**src/rtl/bsv_method_caller.sv**
```systemverilog
// bsv_method_caller: caller end of a BSV ActionValue method port.
// Requests {a,b,c} are queued, packed MSB-first onto m_in1 and issued with
// EN_m when the callee is ready and there is room for the result; results are
// queued and returned as unpacked fields in request order.
// Optional build macro: BSV_METHOD_CALLER_STATS_EN adds call_count/stall_count.
module bsv_method_caller #(
  parameter int FIELD_W   = 4,
  parameter int REQ_DEPTH = 4,
  parameter int RSP_DEPTH = 4
) (
  input  logic                 CLK,
  input  logic                 RST_N,
  input  logic                 req_valid,
  output logic                 req_ready,
  input  logic [FIELD_W-1:0]   req_a,
  input  logic [FIELD_W-1:0]   req_b,
  input  logic [FIELD_W-1:0]   req_c,
  input  logic                 RDY_m,
  output logic                 EN_m,
  output logic [3*FIELD_W-1:0] m_in1,
  input  logic [3*FIELD_W-1:0] m_result,
  output logic                 rsp_valid,
  input  logic                 rsp_ready,
  output logic [FIELD_W-1:0]   rsp_a,
  output logic [FIELD_W-1:0]   rsp_b,
  output logic [FIELD_W-1:0]   rsp_c,
`ifdef BSV_METHOD_CALLER_STATS_EN
  output logic [15:0]          call_count,
  output logic [15:0]          stall_count,
`endif
  output logic                 busy
);

  localparam int DW = 3 * FIELD_W;
  localparam int QA = $clog2(REQ_DEPTH);
  localparam int SA = $clog2(RSP_DEPTH);
  localparam logic [QA:0] REQ_FULL = (QA+1)'(REQ_DEPTH);
  localparam logic [SA:0] RSP_FULL = (SA+1)'(RSP_DEPTH);

  logic [DW-1:0] req_mem [REQ_DEPTH];
  logic [QA-1:0] req_wr, req_rd;
  logic [QA:0]   req_cnt;
  logic [DW-1:0] rsp_mem [RSP_DEPTH];
  logic [SA-1:0] rsp_wr, rsp_rd;
  logic [SA:0]   rsp_cnt;
  logic          rst_done;

  logic req_nonempty, rsp_nonempty, rsp_notfull;
  logic req_push, rsp_pop;
  logic [DW-1:0] rsp_head;

  assign req_nonempty = (req_cnt != '0);
  assign rsp_nonempty = (rsp_cnt != '0);
  assign rsp_notfull  = (rsp_cnt != RSP_FULL);

  // req_ready stays low through reset and its first released edge
  assign req_ready = rst_done & (req_cnt != REQ_FULL);
  assign req_push  = req_valid & req_ready;
  // rsp_ready deliberately absent: a same-cycle pop never frees a slot for the call
  assign EN_m      = RDY_m & req_nonempty & rsp_notfull;
  assign rsp_valid = rsp_nonempty;
  assign rsp_pop   = rsp_valid & rsp_ready;
  assign busy      = req_nonempty | rsp_nonempty;

  assign m_in1    = req_nonempty ? req_mem[req_rd] : '0;
  assign rsp_head = rsp_nonempty ? rsp_mem[rsp_rd] : '0;
  assign rsp_a    = rsp_head[3*FIELD_W-1:2*FIELD_W];
  assign rsp_b    = rsp_head[2*FIELD_W-1:FIELD_W];
  assign rsp_c    = rsp_head[FIELD_W-1:0];

  // Marks the first clock edge after reset release
  always_ff @(posedge CLK or negedge RST_N) begin
    if (!RST_N) rst_done <= 1'b0;
    else        rst_done <= 1'b1;
  end

  // Storage arrays carry no reset; outputs are masked while empty
  always_ff @(posedge CLK) begin
    if (req_push) req_mem[req_wr] <= {req_a, req_b, req_c};
    if (EN_m)     rsp_mem[rsp_wr] <= m_result;
  end

  // Request FIFO pointers and occupancy
  always_ff @(posedge CLK or negedge RST_N) begin
    if (!RST_N) begin
      req_wr  <= '0;
      req_rd  <= '0;
      req_cnt <= '0;
    end else begin
      if (req_push) req_wr <= req_wr + QA'(1);
      if (EN_m)     req_rd <= req_rd + QA'(1);
      case ({req_push, EN_m})
        2'b10:   req_cnt <= req_cnt + (QA+1)'(1);
        2'b01:   req_cnt <= req_cnt - (QA+1)'(1);
        default: req_cnt <= req_cnt;
      endcase
    end
  end

  // Response FIFO pointers and occupancy
  always_ff @(posedge CLK or negedge RST_N) begin
    if (!RST_N) begin
      rsp_wr  <= '0;
      rsp_rd  <= '0;
      rsp_cnt <= '0;
    end else begin
      if (EN_m)    rsp_wr <= rsp_wr + SA'(1);
      if (rsp_pop) rsp_rd <= rsp_rd + SA'(1);
      case ({EN_m, rsp_pop})
        2'b10:   rsp_cnt <= rsp_cnt + (SA+1)'(1);
        2'b01:   rsp_cnt <= rsp_cnt - (SA+1)'(1);
        default: rsp_cnt <= rsp_cnt;
      endcase
    end
  end

`ifdef BSV_METHOD_CALLER_STATS_EN
  // Call counter wraps; stall counter (work ready but callee not) saturates
  always_ff @(posedge CLK or negedge RST_N) begin
    if (!RST_N) begin
      call_count  <= '0;
      stall_count <= '0;
    end else begin
      if (EN_m) call_count <= call_count + 16'd1;
      if (req_nonempty && rsp_notfull && !RDY_m && stall_count != 16'hFFFF)
        stall_count <= stall_count + 16'd1;
    end
  end
`endif

endmodule

```
**config.mk**
```make
export PLATFORM = sky130hd
export DESIGN_NAME = bsv_method_caller
export DESIGN_NICKNAME = d
export VERILOG_FILES = /design/src/rtl/bsv_method_caller.sv
export SDC_FILE = /design/constraint.sdc
export NUM_CORES = 1
export LEC_CHECK = 0
export BUFFER_PORTS_ARGS = -buffer_cell sky130_fd_sc_hd__buf_2
export CORE_MARGIN = 5
export CORE_UTILIZATION = 35
export DETAILED_ROUTE_END_ITERATION = 12
export PLACE_DENSITY_LB_ADDON = 0.25
export SETUP_SLACK_MARGIN = 0.05
export SLEW_MARGIN = 20
export SYNTH_ARGS = -nofsm -noshare
export SYNTH_HDL_FRONTEND = slang
export SYNTH_SLANG_ARGS = --single-unit
```
**constraint.sdc**
```tcl
create_clock -name CLK -period 3.8 [get_ports CLK]
set_input_delay 0.76 -clock CLK [delete_from_list [all_inputs] [get_ports CLK]]
set_output_delay 0.76 -clock CLK [all_outputs]
set_load 0.01 [all_outputs]
```
==> summary.txt <==
Synthesis
  – Compound-Gate Fraction of Synth Area: 0.465%
  – Count leader, synth: edfxtp_1
  – Post-synthesis simple-gate area fraction: 6.08%
  – Main flop type after synthesis: edfxtp_1
  – Netlist cell types: 31
  – Top cell type's share of synthesized area: 63.1%
  – Synthesized cell area: 0.00457 sq mm
  – Cell taking the most area after synthesis: edfxtp_1
  – Synth Warn #: 0
  – Syn Nets: 271
  – Multiplexer share of the synthesized area: 13.7%
  – Synth Area in Adders: 3.61%
  – Syn Inst Count: 230
  – Async SR Flop Fraction: 13.5%
  – Post-synth top cells: 96 x edfxtp_1, 17 x and2_1, 15 x dfrtp_1, 14 x inv_1, 13 x mux4_2
  – Dominant cells by area after synthesis: edfxtp_1 63%, dfrtp_1 8.2%, mux4_2 6.4%
  – Register bit total from synthesis: 111
  – Main combinational cell family by area after synthesis: multiplexers
  – Sequential share of the synthesized area: 71.3%
  – EDFF count, synth: 96
  – XOR/XNOR Fraction of Synth Area: 2.30%
  – Mapped Avg Cell Area: 19.9 sq um

Worst setup path
  – Startpoint types: register
  – Slowest stage delay, CP: 0.91 ns
  – Critical Path Slowest Stage Cell: dfrtp_1
  – Flop2flop setup slack: 1.50 ns
  – CP endpoint kind: primary output
  – Critical path class: reg -> out
  – Delay-heaviest family, CP: flip-flops
  – Crit path arrival time: 2.15 ns
  – WP buf/inv: 1
  – CP Max Fanout: 14
  – Cell Chain, Critical Path: mux4_2, and2_1, buf_2
  – CP required: 3.04 ns

Power
  – Leakage: 0.00196 uW
  – IR drop worst, VDD: 0.000244 V
  – Pwr per Cell Area: 747 mW/mm^2
  – Tot Pwr: 3980 uW

Clocking
  – Total CTS buffers: 9
  – Clk_lat worst skew: 0.35 ns
  – Clock-pin slew on the worst setup and hold paths: 0.07 ns
  – CTS resizes: 0
  – Clock Tree Root: clkbuf_16
  – # H-tree levels: 3
  – TritonCTS Sinks: 111
  – Setup Buffers After CTS: 0
  – Clk buf depth: 2
  – CTS tree: yes
  – CTS hold repair buffers: 0

Floorplan
  – Total core area: 0.0127 sq mm
  – Row count: 41
  – Ports: 57
  – Die X: 124 um
  – Initial Utilization: 35.9%
  – Die Height: 124 um
  – Die Area: 0.0154 sq mm

Place
  – Final Wtd Congestion: 0.657
  – Port-buffer cells: 56
  – HPWL Detailed: 5020 um

Global routing
  – Global route overflow: 0
  – Initial antenna violation count: 1
  – Vias in the first global route: 2,279
  – Global router's overall resource usage: 10.6%
  – Largest net degree at the start of global routing: 20
  – First-pass GRT wire length: 12,600 um

STA
  – Fmax: 0.343 GHz
  – Unrepaired setup endpoints after global routing: false
  – Tcrit/Tclk final: 76.6%
  – Slew at the pin closest to its max-slew limit: 0.860 ns
  – Hold Fails Final Rpt: 0
  – Slew Limit Fails: 0
  – Final Setup Violations: 0
  – Min cycle time layout: 2.91 ns
  – Sum of negative setup slack: 0 ns
  – Final Skew: 0.00991 ns
  – Max-slew headroom: 42.7%

Worst hold path
  – Hold Crit Class: in -> async

Job
  – Max-cap violations: 0

Detailed routing
  – Via count: 2,130
  – Drt drc: 0
  – Final WL: 7790 um
  – ANT nets after route: 0
  – 1st-iter DRT viols: 123
  – Via density: 4.55
  – Per-cell routed wire length: 16.7 um
  – DRT Pass-1 Iters: 4

Cells and area
  – Share of layout cells above drive strength 1: 33.4%
  – P&R area growth vs syn: 16.6%
  – Final antenna diode count: 0
  – Final net count: 332

Status
  – Run status: finished, final reports clean
## cells in the final DEF (no fill, tap or decap), types with 9 or more instances in the layout
master and instances:
and2_1 17, mux4_1 11, mux4_2 13, dfrtp_1 15
inv_1 14, buf_2 56, clkbuf_16 9, nor2b_1 10
ha_1 10, edfxtp_1 96
## report_power, final
part / total, uW / switching (uW) / internal, uW
Combinational: 1230 / 570 / 658
Clock: 946 / 427 / 519
Sequential: 1810 / 225 / 1580
Total: 3980 / 1220 / 2760
## metrics by stage
stage | utilization [%] | instance area (sq um) | hold slack, ns | cells | worst slack [ns]
4_1_cts | 41.9 | 5330 | 0.317 | 468 | 0.806
3_3_place_gp | 39.5 | 5020 | 0.479 | 452 | 1.20
2_1_floorplan | - | 4570 | 0.447 | 230 | 1.47
3_5_place_dp | 39.5 | 5020 | 0.472 | 452 | 1.19
5_1_grt | 41.9 | 5330 | 0.333 | 468 | 0.706
6_report | 41.9 | 5330 | 0.308 | 468 | 0.888
## layer usage
| metal | vias to the layer above | track usage [%] | share of wire, % |
|---|---|---|---|
| met3 | 8 | 3.64 | 3.6 |
| met5 | - | 0 | 0.17 |
| li1 | 1009 | - | - |
| met4 | 2 | 4.45 | 1.1 |
| met2 | 35 | 16.6 | 50 |
| met1 | 1076 | 13.4 | 45 |
## path summary, 6_finish.rpt
check,cells after the start,to,start
max,3,rsp_a[3],rsp_rd[0]$_DFFE_PN0P_
min,1,req_wr[1]$_DFFE_PN0P_,RST_N
max reg2reg,10,req_cnt[2]$_DFFE_PN0P_,req_cnt[0]$_DFFE_PN0P_
min reg2reg,1,rsp_cnt[2]$_DFFE_PN0P_,rsp_cnt[2]$_DFFE_PN0P_
max in group asynchronous,1,rsp_rd[0]$_DFFE_PN0P_,RST_N
min in group CLK,1,rsp_cnt[2]$_DFFE_PN0P_,rsp_cnt[2]$_DFFE_PN0P_
## state kept, by name, indices dropped and copies added, names as in the netlist
name	count
rst_done	1
rsp_rd	2
rsp_cnt	3
req_mem	48
req_wr	2
rsp_mem	48
req_cnt	3
rsp_wr	2
req_rd	2
## layout make-up
type | instances | area, sq um
Inverter | 15 | 61.3
Clock buffer | 9 | 225
Fill cell | 1167 | 7390
Timing Repair Buffer | 57 | 288
Multi-Input combinational cell | 97 | 1200
Clock inverter | 7 | 81.3
Tap cell | 172 | 215
Sequential cell | 111 | 3260
## cells by family (layout without fill, tap and decap cells)
logic type	Yosys count	after routing
DFF	111	111
and+or+nand+nor	42	42
muxes	28	28
buffers and inverters	22	88
adders and majority gates	12	12
xor gates and xnor gates	12	12
AOI/OAI and AO/OA	2	2
other	1	1
(Power assumes the default switching activity.)
